[config.mk]
export PLATFORM = sky130hd
export DESIGN_NAME = control_conditioner
export DESIGN_NICKNAME = d
export VERILOG_FILES = /design/src/rtl/control_conditioner.sv
export SDC_FILE = /design/constraint.sdc
export NUM_CORES = 1
export LEC_CHECK = 0
export CAP_MARGIN = 20
export CORE_MARGIN = 10
export CORE_UTILIZATION = 60
export DETAILED_ROUTE_END_ITERATION = 6
export DONT_BUFFER_PORTS = 1
export GPL_ROUTABILITY_DRIVEN = 0
export PLACE_DENSITY = 0.76
export SYNTH_ARGS = -nofsm -noshare
export SYNTH_HDL_FRONTEND = slang
export SYNTH_SLANG_ARGS = --single-unit
[constraint.sdc]
create_clock -name clk -period 3.7 [get_ports clk]
set_input_delay 0.555 -clock clk [delete_from_list [all_inputs] [get_ports clk]]
set_output_delay 0.555 -clock clk [all_outputs]
set_load 0.02 [all_outputs]
[src/rtl/control_conditioner.sv]
// Debounces an asynchronous control input, emits rise/fall strobes and counts rejected glitches.
// Latency: 2+DEBOUNCE_CYCLES edges from capture with CONTROL_COND_SYNC_EN, 1+DEBOUNCE_CYCLES without.
// Backpressure: none; free-running sampler, all outputs registered.
module control_conditioner #(
    parameter int DEBOUNCE_CYCLES = 4,
    parameter int CNT_W           = 8
) (
    input  logic       clk,
    input  logic       reset,
    input  logic       raw_in,
    output logic       control,
    output logic       rise_pulse,
    output logic       fall_pulse,
    output logic [7:0] glitch_cnt
);

    typedef enum logic [1:0] {
        STABLE_LO = 2'd0,
        WAIT_HI   = 2'd1,
        STABLE_HI = 2'd2,
        WAIT_LO   = 2'd3
    } state_e;

    localparam logic [CNT_W-1:0] DB_MAX  = CNT_W'(DEBOUNCE_CYCLES);
    localparam logic [CNT_W-1:0] CNT_ONE = CNT_W'(1);

    logic s;

`ifdef CONTROL_COND_SYNC_EN
    // Two-flop synchroniser for a truly asynchronous source.
    logic [1:0] sync_q;
    always_ff @(posedge clk or negedge reset) begin
        if (!reset) sync_q <= 2'b00;
        else        sync_q <= {sync_q[0], raw_in};
    end
    assign s = sync_q[1];
`else
    // Single sampling flop; the source is already synchronous to clk.
    logic sync_q;
    always_ff @(posedge clk or negedge reset) begin
        if (!reset) sync_q <= 1'b0;
        else        sync_q <= raw_in;
    end
    assign s = sync_q;
`endif

    state_e           state_q, state_d;
    logic [CNT_W-1:0] cnt_q, cnt_d;
    logic             control_q, control_d;
    logic             rise_q, rise_d;
    logic             fall_q, fall_d;
    logic [7:0]       glitch_q, glitch_d;
    logic [7:0]       glitch_inc;

    // Saturating glitch counter increment, used whenever a candidate edge is aborted.
    assign glitch_inc = (glitch_q == 8'hFF) ? glitch_q : glitch_q + 8'd1;

    // Next-state and registered-output decode for the debounce FSM.
    always_comb begin
        state_d   = state_q;
        cnt_d     = cnt_q;
        control_d = control_q;
        rise_d    = 1'b0;
        fall_d    = 1'b0;
        glitch_d  = glitch_q;
        case (state_q)
            STABLE_LO: begin
                if (s) begin
                    state_d = WAIT_HI;
                    cnt_d   = CNT_ONE;
                end
            end
            WAIT_HI: begin
                if (s) begin
                    if (cnt_q >= DB_MAX) begin
                        state_d   = STABLE_HI;
                        control_d = 1'b1;
                        rise_d    = 1'b1;
                        cnt_d     = '0;
                    end else begin
                        cnt_d = cnt_q + CNT_ONE;
                    end
                end else begin
                    state_d  = STABLE_LO;
                    cnt_d    = '0;
                    glitch_d = glitch_inc;
                end
            end
            STABLE_HI: begin
                if (!s) begin
                    state_d = WAIT_LO;
                    cnt_d   = CNT_ONE;
                end
            end
            WAIT_LO: begin
                if (!s) begin
                    if (cnt_q >= DB_MAX) begin
                        state_d   = STABLE_LO;
                        control_d = 1'b0;
                        fall_d    = 1'b1;
                        cnt_d     = '0;
                    end else begin
                        cnt_d = cnt_q + CNT_ONE;
                    end
                end else begin
                    state_d  = STABLE_HI;
                    cnt_d    = '0;
                    glitch_d = glitch_inc;
                end
            end
            default: begin
                state_d   = STABLE_LO;
                cnt_d     = '0;
                control_d = 1'b0;
            end
        endcase
    end

    // State, counter and output registers; reset aborts any pending transition.
    always_ff @(posedge clk or negedge reset) begin
        if (!reset) begin
            state_q   <= STABLE_LO;
            cnt_q     <= '0;
            control_q <= 1'b0;
            rise_q    <= 1'b0;
            fall_q    <= 1'b0;
            glitch_q  <= 8'd0;
        end else begin
            state_q   <= state_d;
            cnt_q     <= cnt_d;
            control_q <= control_d;
            rise_q    <= rise_d;
            fall_q    <= fall_d;
            glitch_q  <= glitch_d;
        end
    end

    assign control    = control_q;
    assign rise_pulse = rise_q;
    assign fall_pulse = fall_q;
    assign glitch_cnt = glitch_q;

endmodule

==> impl_metrics.env <==
export IMPL_nets=91
export IMPL_crit_slowest_cell="xnor2_1"
export IMPL_overflow=0
export IMPL_port_buffers=0
export IMPL_synthTopCellsByCount="22 x dfrtp_1, 6 x and3_1, 6 x nand3_1"
export IMPL_async_flop_share_pct=100
export IMPL_yosysMostFrequentCell="dfrtp_1"
export IMPL_p_leak_uw=0.000493
export IMPL_start_kind="flip-flop"
export IMPL_path_delay_family="XOR/XNOR gates"
export IMPL_setup_viol=0
export IMPL_cts_tree="done"
export IMPL_syn_num_nets=88
export IMPL_max_cap_viol_count=0
export IMPL_yosys_area_top_type="dfrtp_1"
export IMPL_ctsRootBufferMaster="clkbuf_4"
export IMPL_cp_arrival_ns=2.18
export IMPL_fillCellCount=101
export IMPL_die_area_um2=3640
export IMPL_start_util_pct=64.1
export IMPL_powerDensity_nw_per_um2=746
export IMPL_ys_seq_area_share_pct=56.3
export IMPL_synth_cell_types=29
export IMPL_dieWidth_um=60.4
export IMPL_clock_path_buffers=2
export IMPL_firstDrtPassIters=4
export IMPL_skew_ns=0.00540
export IMPL_critPathKind="reg2reg"
export IMPL_cts_repair_resized=0
export IMPL_synth_edf_count=0
export IMPL_drive_above_1_share_pct=13.1
export IMPL_vias=605
export IMPL_hold_viol_final=0
export IMPL_grt_pass1_wl_um=2970
export IMPL_drc_errors=0
export IMPL_h_tree_depth=1
export IMPL_max_stage_delay_ns=0.62
export IMPL_syn2layout_area_growth_pct=6.91
export IMPL_ir_drop_uv=513
export IMPL_synthFlopType="dfrtp_1"
export IMPL_num_rows=14
export IMPL_rsz0062_at_grt="false"
export IMPL_period_needed_ns=1.94
export IMPL_syn_area_per_cell_um2=11.9
export IMPL_cts_made_buffers=3
export IMPL_hold_path_class="in2reg"
export IMPL_antenna_found_initial=0
export IMPL_slew_violations=0
export IMPL_max_slew_margin_rel_pct=37.9
export IMPL_drt_iter0_markers=12
export IMPL_gr_usage_all_layers_pct=10.8
export IMPL_grt_max_degree=23
export IMPL_outcome="completed"
export IMPL_worst_pin_slew_ns=0.928
export IMPL_period_share_pct=52.4
export IMPL_synth_top_cell_area_share_pct=56.3
export IMPL_die_y_um=60.4
export IMPL_fin_ws_ns=1.76
export IMPL_clock_fmax_mhz=515
export IMPL_syn_inst=82
export IMPL_finalWirelength_um=1700
export IMPL_coreArea_um2=1520
export IMPL_end_kind="flip-flop"
export IMPL_total_power_uw=779
export IMPL_dp_slack_ns=1.78
export IMPL_finalSetupTns_ns=0
export IMPL_ys_warn_count=0
export IMPL_fin_util_pct=68.6
export IMPL_first_global_vias=632
export IMPL_clk_pin_slew_ns=0.12
export IMPL_cp_max_fo=11
export IMPL_path_cells="xnor2_1 > o211ai_2 > nor3_1 > xor2_1"
export IMPL_synth_top_cells_by_area="dfrtp_1 56%, and3_1 3.8%, ha_1 3.8%, mux2_1 3.5%, nand3_1 3.1%"
export IMPL_routed_via_density=6.05
export IMPL_insertedDiodeCount=0
export IMPL_wl_per_cell_um=17.0
export IMPL_clock_sinks=22
export IMPL_synth_area_um2=977
export IMPL_worstSkewPairLatency_ns=0.31
export IMPL_pin_count=14
export IMPL_ys_seq_elements=22
export IMPL_cp_required_ns=3.94
export IMPL_path_buf_inv=0
export IMPL_detail_route_antenna_nets=0
export IMPL_place_hpwl_um=1290
[layout make-up]
| cell class | instances | area (um2) | share of cell area [%] |
|---|---|---|---|
| inverters | 5 | 18.8 | 1.80 |
| clock buffers | 3 | 22.5 | 2.16 |
| repair buffers | 1 | 10.0 | 0.958 |
| clock inverters | 1 | 30.0 | 2.87 |
| well taps | 16 | 20.0 | 1.92 |
| multi-input cells | 52 | 393 | 37.6 |
| flip-flops and latches | 22 | 551 | 52.7 |
[path summary, 6_finish.rpt]
check | slack (ns) | startpoint | cells after the start | endpoint
worst min-delay path | 0.26 | raw_in | 0 | s
worst max-delay path | 1.76 | s | 4 | glitch_cnt[5]
worst min register to register | 0.53 | cnt_q[5] | 1 | cnt_q[5]
worst max register to register | 1.76 | s | 4 | glitch_cnt[5]
max in group asynchronous | 2.31 | reset | 1 | cnt_q[6]
min in group asynchronous | 0.82 | reset | 1 | cnt_q[7]
[layout by cell type (no fill, tap or decap), types with 3 or more instances in the layout]
master,instances
xnor2_1,3
a21oi_1,3
nor2_1,3
dfrtp_1,22
and3_1,6
inv_1,4
clkbuf_4,3
mux2_1,3
nand3_1,6
ha_1,3
[layer usage]
layer	GRT usage, %	part of all wire [%]	up-vias	routed length, um
li1	-	-	294	-
met1	11.0	42	297	705
met2	18.5	50	12	849
met3	6.47	7.7	2	130
met4	2.88	0.71	0	12
met5	0	0	-	0
[power breakdown]
part / total (uW) / internal, uW / switching [uW]
registers: 421 / 296 / 125
clock network: 180 / 110 / 70.0
logic: 179 / 78.0 / 101
total: 779 / 483 / 296
[through the flow]
step                      instance area [um2]  cells  hold WS [ns]
after floorplan                           977     82         0.259
after global placement                    982     95         0.260
after detailed placement                  982     95         0.260
after CTS                                1040    100         0.244
after global routing                     1040    100         0.232
final                                    1040    100         0.261
[registers in the layout, summed over array words and instances (netlist names), named ones only]
signal	cells
cnt_q	8
glitch_cnt	8
control	1
fall_pulse	1
rise_pulse	1
s	1
state_q	1
[repair_timing]
item | 4_1_cts | 5_1_grt
hold buffers | 1 | 0
setup buffers | 0 | 0
hold endpoints to repair | 22 | 0
endpoints found under the setup margin | 0 | 0
[cell families after synthesis]
kind of cell / synth area share, %
simple gates: 16.9
fa+ha+maj: 3.84
compound gates: 9.22
flops: 56.3
xor+xnor: 5.25
buf+inv: 3.46
mux: 4.99
Power figures use the tool's default switching activity.
